$ cat config.mk
export PLATFORM = sky130hd
export DESIGN_NAME = dmux16_slot_buffer
export DESIGN_NICKNAME = d
export VERILOG_FILES = /design/src/rtl/dmux16_slot_buffer_pkg.sv /design/src/rtl/dmux16_slot_buffer_slot_reg16.sv /design/src/rtl/dmux16_slot_buffer.sv
export SDC_FILE = /design/constraint.sdc
export NUM_CORES = 1
export LEC_CHECK = 0
export CAP_MARGIN = 20
export CORE_ASPECT_RATIO = 0.6
export CORE_MARGIN = 5
export CORE_UTILIZATION = 35
export CTS_BUF_LIST = sky130_fd_sc_hd__clkbuf_4 sky130_fd_sc_hd__clkbuf_8
export CTS_CLUSTER_DIAMETER = 60
export DETAILED_ROUTE_END_ITERATION = 7
export PLACE_DENSITY_LB_ADDON = 0.12
export SLEW_MARGIN = 20
export SYNTH_ARGS = -nofsm -noshare
export SYNTH_HDL_FRONTEND = slang
export SYNTH_HIERARCHICAL = 1
export SYNTH_SLANG_ARGS = --single-unit
$ cat constraint.sdc
create_clock -name clk -period 2 [get_ports clk]
set_clock_uncertainty 0.2 [all_clocks]
set_input_delay 0.3 -clock clk [delete_from_list [all_inputs] [get_ports clk]]
set_output_delay 0.3 -clock clk [all_outputs]
set_load 0.005 [all_outputs]
$ cat src/rtl/dmux16_slot_buffer_pkg.sv
// ============================================================================
// Module : dmux16_slot_buffer_pkg
// Brief  : Shared widths, channel encoding and slot state type for the
//          dmux16 slot buffer.
// Rev    : 1.0
// ============================================================================
`default_nettype none

package dmux16_slot_buffer_pkg;

    localparam int DMUX16_WIDTH     = 16;
    localparam int DMUX16_CNT_WIDTH = 8;

    localparam logic CH_A = 1'b0;
    localparam logic CH_B = 1'b1;

    typedef enum logic [0:0] {
        SLOT_EMPTY = 1'b0,
        SLOT_FULL  = 1'b1
    } slot_state_e;

endpackage

`default_nettype wire

$ cat src/rtl/dmux16_slot_buffer_slot_reg16.sv
// ============================================================================
// Module : slot_reg16
// Brief  : One-entry valid/ready register slot with an async reset.
// Rev    : 1.0
// ============================================================================
`default_nettype none

module slot_reg16
    import dmux16_slot_buffer_pkg::*;
#(
    parameter int WIDTH = DMUX16_WIDTH
) (
    input  logic             clk,
    input  logic             reset,
    input  logic             wr_en,
    input  logic [WIDTH-1:0] wr_data,
    input  logic             rd_ready,
    output logic             valid,
    output logic [WIDTH-1:0] data,
    output logic             drained
);

    slot_state_e      r_state;
    slot_state_e      w_next_state;
    logic [WIDTH-1:0] r_data;

    always_ff @(posedge clk or posedge reset) begin
        if (reset) begin
            r_state <= SLOT_EMPTY;
        end else begin
            r_state <= w_next_state;
        end
    end

    always_comb begin
        w_next_state = r_state;
        case (r_state)
            SLOT_EMPTY: if (wr_en) w_next_state = SLOT_FULL;
            SLOT_FULL:  if (drained && !wr_en) w_next_state = SLOT_EMPTY;
            default:    w_next_state = SLOT_EMPTY;
        endcase
    end

    // A write always wins: a same-edge drain and write leaves the new word.
    always_ff @(posedge clk or posedge reset) begin
        if (reset) begin
            r_data <= '0;
        end else if (wr_en) begin
            r_data <= wr_data;
        end else if (drained) begin
            r_data <= '0;
        end
    end

    assign valid   = (r_state == SLOT_FULL);
    assign drained = valid & rd_ready;
    assign data    = valid ? r_data : '0;

endmodule

`default_nettype wire

$ cat src/rtl/dmux16_slot_buffer.sv
// ============================================================================
// Module : dmux16_slot_buffer
// Brief  : Registered 1-to-2 demux stage with two independently drained
//          one-entry slots and saturating per-channel delivery counters.
// Rev    : 1.0
// ============================================================================
`default_nettype none

module dmux16_slot_buffer
    import dmux16_slot_buffer_pkg::*;
#(
    parameter int WIDTH     = DMUX16_WIDTH,
    parameter int CNT_WIDTH = DMUX16_CNT_WIDTH
) (
    input  logic                 clk,
    input  logic                 reset,
    input  logic [WIDTH-1:0]     in_data,
    input  logic                 in_sel,
    input  logic                 in_valid,
    output logic                 in_ready,
    output logic [WIDTH-1:0]     a_data,
    output logic                 a_valid,
    input  logic                 a_ready,
    output logic [WIDTH-1:0]     b_data,
    output logic                 b_valid,
    input  logic                 b_ready,
    output logic [CNT_WIDTH-1:0] a_count,
    output logic [CNT_WIDTH-1:0] b_count
);

    logic                 w_accept;
    logic                 w_wr_a;
    logic                 w_wr_b;
    logic                 w_a_drained;
    logic                 w_b_drained;
    logic [CNT_WIDTH-1:0] r_a_count;
    logic [CNT_WIDTH-1:0] r_b_count;

    // Ready looks through to the selected consumer so a full slot can be
    // refilled on the same edge it drains.
    assign in_ready = !reset & ((in_sel == CH_B) ? (!b_valid | b_ready)
                                                 : (!a_valid | a_ready));
    assign w_accept = in_valid & in_ready;
    assign w_wr_a   = w_accept & (in_sel == CH_A);
    assign w_wr_b   = w_accept & (in_sel == CH_B);

    slot_reg16 #(.WIDTH(WIDTH)) u_slot_a (
        .clk      (clk),
        .reset    (reset),
        .wr_en    (w_wr_a),
        .wr_data  (in_data),
        .rd_ready (a_ready),
        .valid    (a_valid),
        .data     (a_data),
        .drained  (w_a_drained)
    );

    slot_reg16 #(.WIDTH(WIDTH)) u_slot_b (
        .clk      (clk),
        .reset    (reset),
        .wr_en    (w_wr_b),
        .wr_data  (in_data),
        .rd_ready (b_ready),
        .valid    (b_valid),
        .data     (b_data),
        .drained  (w_b_drained)
    );

    always_ff @(posedge clk or posedge reset) begin
        if (reset) begin
            r_a_count <= '0;
            r_b_count <= '0;
        end else begin
            if (w_a_drained && (r_a_count != {CNT_WIDTH{1'b1}})) begin
                r_a_count <= r_a_count + 1'b1;
            end
            if (w_b_drained && (r_b_count != {CNT_WIDTH{1'b1}})) begin
                r_b_count <= r_b_count + 1'b1;
            end
        end
    end

    assign a_count = r_a_count;
    assign b_count = r_b_count;

endmodule

`default_nettype wire

==> metrics.md, run 1 <==
| Metric | Value |
|---|---|
| Syn avg cell area | `11.2 um^2` |
| Number of synthesized register bits | `50` |
| Number of antenna violations at the first check in global routing | `0` |
| Synthesized area | `roughly 2600 um^2` |
| N_diodes | `0` |
| Fmax | `between 500 and 600 MHz` |
| RR Startpoint | `u_slot_b/valid` |
| DR WL/cell | `15.8 um` |
| # H-tree levels | `2` |
| Via density | `4.77` |
| Minimum clock period | `slightly below 2000 ps` |
| Total CTS buffers | `5` |
| Critical Path Stages | `3` |
| Worst endpoint data arrival time | `around 1500 ps` |
| Hold WC Path Type | `input port to async pin` |
| Via Count | `a little under 2000` |
| GPL Wtd Cong | `roughly 0.80` |
| Yosys Warn Count | `6` |
| Share of cells above drive strength 1 | `0.255` |
| Clock slew at reported path FFs | `~90 ps` |
| Drt pass-1 iters | `4` |
| Mapped Cells | `~230` |
| Data required time of the critical path | `approximately 1500 ps` |
| Count of cell types in the netlist | `36` |
| Pre-CTS setup slack | `-207 ps` |
| Vias in the first global route | `between 1500 and 2000` |
| Full die area | `9190 um^2` |
| VDD IR max | `approximately 0.00028 V` |
| Post-CTS Hold Buffers | `0` |
| Area after DPL | `around 3500 um^2` |
| Root Buffer | `clkbuf_8` |
| Final count of negative-setup-slack endpoints | `0` |
| Die H | `76.3 um` |
| Drt drc | `0` |
| First-pass GRT wire length | `roughly 11000 um` |
| Design area | `~3700 um^2` |
| Clock buffer depth | `2` |
| R2R depth | `8` |
| Final period util | `0.977` |
| Top area cells in the synthesized netlist | `dfrtp_1 49%, nor2b_1 7.8%, a22o_1 6.1%` |
| Worst path cell trace | `buf_8, and2_4, clkdlybuf4s50_1` |
| Crit-path leading delay family | `buffers and inverters` |
| Slack of the critical path | `about 46 ps` |
| Slowest stage delay, CP | `roughly 500 ps` |
| DPL Wire Length | `roughly 4800 um` |
| Global route hottest layer | `met1` |
| Total track usage | `0.144` |
| Starting DRT DRC Count | `82` |
| Maxcap violations | `0` |
| Slowest cell on the critical path | `clkdlybuf4s50_1` |
| Core Rows | `24` |
| Max FO, Critical Path | `16` |
| GRT Residual Overflow | `0` |
| Leak pwr | `2.03 nW` |
| Worst-Skew Late Latency | `about 300 ps` |
| Flop2flop setup slack | `80 ps` |
| Final max-slew violation count | `0` |
| Pin count of the biggest net entering global routing | `34` |
| Nets | `approximately 350` |
| Sequential share of the synthesized area | `0.488` |
| Final ANT Viol Nets | `0` |
| P&R area growth vs syn | `44.5%` |
| CTS tree | `yes` |
| GR Util met1 | `0.236` |
| Post-synth top area cell | `dfrtp_1` |
| Final Core Density | `0.514` |
| Crit end category | `output pin` |
| Worst slew margin | `0.815` |
| Initial cell density of the core | `0.356` |
| Outcome | `finished clean` |
| Setup TNS | `0 ps` |
| Worst Tran Pin Value | `278 ps` |
| Bufs and invs on worst path | `2` |
| M3 GR Usage | `0.0334` |
| Clock sinks | `50` |
| Grt met2 use | `0.189` |
| Power density cells | `between 700 and 800 nW/um^2` |
| Area share of the largest cell type after synthesis | `0.488` |
| I/O Buffers | `72` |
| CP Class | `flip-flop to output pin` |
| Total Wirelength | `6580 um` |
| Startpoint Class | `flip-flop` |
| Reg-to-Reg End | `u_slot_b/r_data[8]` |
| Count of final hold-check violations | `0` |
| Boundary Pins | `73` |
| Die X | `around 120 um` |
| Core Footprint | `7210 um^2` |
| Syn_nets | `252` |
| RSZ-0062 raised after global routing | `yes` |
==> per-layer routing <==
metal  wire (um)  share of wire  up-vias
met4          36         0.0055        0
met2        2620           0.40       36
met5           0              0        -
li1            -              -      992
met1        3630           0.55      954
met3         285          0.043        2
==> cell usage after synthesis <==
cell       count
dfrtp_1       50
nor2b_1       32
a22o_1        18
and2_1        18
a22o_2        14
and2_2        14
inv_1         10
nand2_1        6
nor2_1         5
a21oi_1        4
buf_4          4
buf_6          4
mux2_2         4
nand4_1        4
xnor2_1        4
nand3_1        3
nand3_2        3
a21o_1         2
and3_1         2
and4_4         2
clkbuf_1       2
ha_1           2
mux2_4         2
nand2_4        2
nand2b_1       2
o2111ai_1      2
o211ai_1       2
o21a_1         2
o21ai_2        2
a31oi_1        1
and4_1         1
mux2_1         1
nor3_1         1
nor4b_1        1
o2111a_1       1
o32ai_1        1
==> how the worst max path moves through the flow <==
stage	end	slack, ps	startpoint
detailed placement	in_ready	-210	in_sel
global placement	in_ready	-160	in_sel
global route	a_data[10]	-30	u_slot_a/valid
floorplan	u_slot_a/r_data[7]	100	u_slot_b/valid
finish	a_data[10]	50	u_slot_a/valid
CTS	b_data[8]	-20	u_slot_b/valid
==> stage by stage <==
step | power [mW] | instances | hold WS (ps)
2_1_floorplan | 1.76 | 228 | 22.0
6_report | 2.78 | 416 | 273
4_1_cts | 2.80 | 412 | 269
3_3_place_gp | 2.20 | 401 | 320
5_1_grt | 2.96 | 416 | 301
3_5_place_dp | 2.21 | 401 | 326
==> sequential cells by signal, summed over array words and instances, names as in the netlist <==
register,flops
a_count,8
b_count,8
u_slot_a/r_data,16
u_slot_a/valid,1
u_slot_b/r_data,16
u_slot_b/valid,1
==> area by class of cell <==
type	instances	area (um^2)
fill	675	3500
multi-input combinational	158	1220
inverter	10	37.5
clock buffer	7	83.8
timing repair buffer	100	995
tap	91	114
sequential	50	1250
==> tightest hold or removal path: stages <==
cell and delay [ps]:
clkdlybuf4s50_1 510, inv_1 90, buf_4 240
==> cell usage in the layout, fill, tap and decap left out, drive strengths merged <==
| cell | Yosys | final |
|---|---|---|
| dfrtp | 50 | 50 |
| nor4b | 1 | 1 |
| nand4 | 4 | 4 |
| nand2 | 8 | 8 |
| o211ai | 2 | 2 |
| inv | 10 | 10 |
| o32ai | 1 | 1 |
| clkbuf | 2 | 7 |
| mux2 | 7 | 7 |
| o21ai | 2 | 2 |
| nand2b | 2 | 2 |
| nor2 | 5 | 5 |
| nand3 | 6 | 6 |
| xnor2 | 4 | 4 |
| clkdlybuf4s50 | 0 | 39 |
| nor2b | 32 | 32 |
| o21a | 2 | 2 |
| a31oi | 1 | 1 |
| dlymetal6s2s | 0 | 15 |
| and4 | 3 | 3 |
| a21oi | 4 | 4 |
| and3 | 2 | 2 |
| o2111a | 1 | 1 |
| and2 | 32 | 32 |
| a21o | 2 | 2 |
| buf | 8 | 28 |
| dlygate4sd2 | 0 | 18 |
| ha | 2 | 2 |
| o2111ai | 2 | 2 |
| nor3 | 1 | 1 |
| a22o | 32 | 32 |
==> kinds of logic after synthesis <==
| group | Yosys count | share of synthesized area |
|---|---|---|
| muxes | 7 | 0.0337 |
| AOI/OAI and AO/OA | 49 | 0.165 |
| DFF | 50 | 0.488 |
| xor gates and xnor gates | 4 | 0.0137 |
| and+or+nand+nor | 96 | 0.243 |
| adders and majority gates | 2 | 0.00976 |
| buffers and inverters | 20 | 0.0469 |
==> repair_timing <==
action | CTS | global route
pin swaps | 1 | 1
hold endpoints to repair | 0 | 0
setup buffers | 4 | 4
endpoints found under the setup margin | 33 | 22
resized for setup | 22 | 18
==> report_power, final <==
| part | leakage, nW | internal (mW) | switching [mW] |
|---|---|---|---|
| sequential | 0.646 | 1.20 | 0.188 |
| combinational | 1.34 | 0.510 | 0.297 |
| clock | 0.0452 | 0.269 | 0.316 |
| total | 2.03 | 1.98 | 0.801 |
No activity file was read; power rests on OpenSTA's default activity.
==> run 2, diff against run 1 <==
--- a/config.mk
+++ b/config.mk
@@ -6,9 +6,11 @@
 export NUM_CORES = 1
 export LEC_CHECK = 0
 export CAP_MARGIN = 20
+export CELL_PAD_IN_SITES_DETAIL_PLACEMENT = 1
+export CELL_PAD_IN_SITES_GLOBAL_PLACEMENT = 2
 export CORE_ASPECT_RATIO = 0.6
 export CORE_MARGIN = 5
-export CORE_UTILIZATION = 35
+export CORE_UTILIZATION = 28
 export CTS_BUF_LIST = sky130_fd_sc_hd__clkbuf_4 sky130_fd_sc_hd__clkbuf_8
 export CTS_CLUSTER_DIAMETER = 60
 export DETAILED_ROUTE_END_ITERATION = 7
==> metrics.md, run 2 (synthesis results as in run 1) <==
| Metric | Value |
|---|---|
| Via density | `4.64 (was 4.77)` |
| Worst-Skew Late Latency | `310 ps (was 300 ps)` |
| Die X | `134 um (was 120 um)` |
| Final Core Density | `0.417 (was 0.514)` |
| Leak pwr | `1.89 nW (was 2.03 nW)` |
| Power density cells | `776 nW/um^2 (was 750 nW/um^2)` |
| VDD IR max | `0.000492 V (was 0.000279 V)` |
| Final ANT Viol Nets | `0 (unchanged)` |
| Bufs and invs on worst path | `4 (was 2)` |
| Biggest regs | `u_slot_a/r_data x16, u_slot_b/r_data x16 (unchanged)` |
| Die H | `84.1 um (was 76.3 um)` |
| GRT Residual Overflow | `0 (unchanged)` |
| Worst path cell trace | `clkdlybuf4s50_1, o32ai_2, buf_4, buf_6, nor4b_4, buf_12, nor2b_1, a22o_2 (was buf_8, and2_4, clkdlybuf4s50_1)` |
| Full die area | `11200 um^2 (was 9190 um^2)` |
| Nets | `353 (was 349)` |
| Most frequent cells in the layout | `49 x dfrtp_1, 37 x clkdlybuf4s50_1, 32 x nor2b_1 (was 50 x dfrtp_1, 39 x clkdlybuf4s50_1, 32 x nor2b_1)` |
| Clock buffer depth | `2 (unchanged)` |
| First-pass GRT wire length | `12100 um (was 10600 um)` |
| RSZ-0062 raised after global routing | `yes (unchanged)` |
| Total Wirelength | `7760 um (was 6580 um)` |
| Final period util | `0.997 (was 0.977)` |
| Crit-path leading delay family | `buffers and inverters (unchanged)` |
| Data required time of the critical path | `2010 ps (was 1500 ps)` |
| Total CTS buffers | `5 (unchanged)` |
| RR Startpoint | `u_slot_b/valid (unchanged)` |
| I/O Buffers | `72 (unchanged)` |
| Pin count of the biggest net entering global routing | `34 (unchanged)` |
| Total track usage | `0.139 (was 0.144)` |
| Worst endpoint data arrival time | `2000 ps (was 1450 ps)` |
| Starting DRT DRC Count | `108 (was 82)` |
| Fmax | `502 MHz (was 512 MHz)` |
| Max FO, Critical Path | `17 (was 16)` |
| # H-tree levels | `2 (unchanged)` |
| Outcome | `finished clean (unchanged)` |
| Drt pass-1 iters | `4 (unchanged)` |
| Clock slew at reported path FFs | `90 ps (about the same)` |
| Drt drc | `0 (unchanged)` |
| Number of antenna violations at the first check in global routing | `0 (unchanged)` |
| DR WL/cell | `17.4 um (was 15.8 um)` |
| CP Class | `input port to flip-flop (was flip-flop to output pin)` |
| Startpoint Class | `input port (was flip-flop)` |
| Slowest stage delay, CP | `520 ps (was 490 ps)` |
| Core Footprint | `9050 um^2 (was 7210 um^2)` |
| Clock sinks | `50 (unchanged)` |
| Slowest cell on the critical path | `clkdlybuf4s50_1 (unchanged)` |
| Boundary Pins | `73 (unchanged)` |
| GR Util met1 | `0.218 (was 0.236)` |
| Global route hottest layer | `met1 (unchanged)` |
| Grt met2 use | `0.181 (was 0.189)` |
| Crit end category | `flip-flop (was output pin)` |
| Worst slew margin | `0.799 (was 0.815)` |
| Root Buffer | `clkbuf_8 (unchanged)` |
| R2R depth | `8 (unchanged)` |
| Final count of negative-setup-slack endpoints | `0 (unchanged)` |
| Minimum clock period | `1990 ps (was 1950 ps)` |
| Most common cell after layout, fill and taps aside | `dfrtp_1 (unchanged)` |
| CTS tree | `yes (unchanged)` |
| M3 GR Usage | `0.0446 (was 0.0334)` |
| Hold WC Path Type | `input port to async pin (unchanged)` |
| Core Rows | `27 (was 24)` |
| Post-CTS Hold Buffers | `0 (unchanged)` |
| Maxcap violations | `0 (unchanged)` |
| DPL Wire Length | `5520 um (was 4780 um)` |
| GPL Wtd Cong | `0.736 (was 0.802)` |
| Initial cell density of the core | `0.283 (was 0.356)` |
| Worst Tran Pin Value | `300 ps (was 278 ps)` |
| Via Count | `2068 (was 1984)` |
| Reg-to-Reg End | `u_slot_a/r_data[10] (was u_slot_b/r_data[8])` |
| N_diodes | `0 (unchanged)` |
| Final max-slew violation count | `0 (unchanged)` |
| Vias in the first global route | `2114 (was 1925)` |
| Flop2flop setup slack | `20 ps (was 80 ps)` |
| Setup TNS | `0 ps (unchanged)` |
| P&R area growth vs syn | `47.3% (was 44.5%)` |
| Fillers | `996 (was 675)` |
| Count of final hold-check violations | `0 (unchanged)` |
| Share of cells above drive strength 1 | `0.267 (was 0.255)` |
==> run 2: how the worst max path moves through the flow <==
stage	startpoint	end	slack (ps)	cells after the start
final	a_ready	u_slot_a/r_data[10]	7	8
after global routing	u_slot_b/valid	u_slot_a/r_data[10]	-40	8
after CTS	u_slot_b/valid	b_data[0]	-120	3
after detailed placement	in_sel	in_ready	-270	5
after global placement	in_sel	in_ready	-160	5
after floorplan	u_slot_b/valid	u_slot_a/r_data[7]	100	6
==> run 2: where the power goes <==
group | leakage, nW | switching (mW) | internal [mW] | total, mW
clock | 0.0575 | 0.355 | 0.350 | 0.705
sequential | 0.644 | 0.190 | 1.20 | 1.39
combinational | 1.19 | 0.317 | 0.519 | 0.836
total | 1.89 | 0.863 | 2.07 | 2.93
==> run 2: layout make-up <==
cell class,count,area [um^2],area share
well taps,116,145,0.0384
flip-flops and latches,50,1250,0.332
clock buffers,8,110,0.0292
multi-input cells,158,1220,0.322
inverters,10,37.5,0.00994
repair buffers,104,1010,0.268
==> run 2: tightest hold or removal path, cell delays in order <==
cell and delay, ps:
clkdlybuf4s50_1 520, inv_1 100, buf_4 250
==> run 2: per-layer routing <==
metal / share of wire / up-vias / wire length (um)
met1: 0.54 / 1018 / 4190
li1: - / 1000 / -
met4: 0.0075 / 0 / 58
met3: 0.058 / 7 / 447
met5: 0 / - / 0
met2: 0.39 / 43 / 3060
==> run 2: stage by stage <==
stage / hold slack, ps / total power, mW / setup slack, ps / std cells / instance area [um^2]
after global routing: 302 / 3.12 / -41.0 / 446 / 3780
after CTS: 267 / 2.95 / -119 / 440 / 3680
after detailed placement: 326 / 2.23 / -267 / 426 / 3540
after floorplan: 22.0 / 1.76 / 99.9 / 228 / 2570
after global placement: 325 / 2.21 / -165 / 426 / 3540
final: 271 / 2.93 / 6.94 / 446 / 3780
==> run 2: timing repair <==
item                                    4_1_cts  5_1_grt
hold endpoints to repair                      0        0
cloned                                        1        2
gates resized for setup                      41       10
pin swaps                                     1        2
endpoints found under the setup margin       33       20
buffers inserted                              5        4
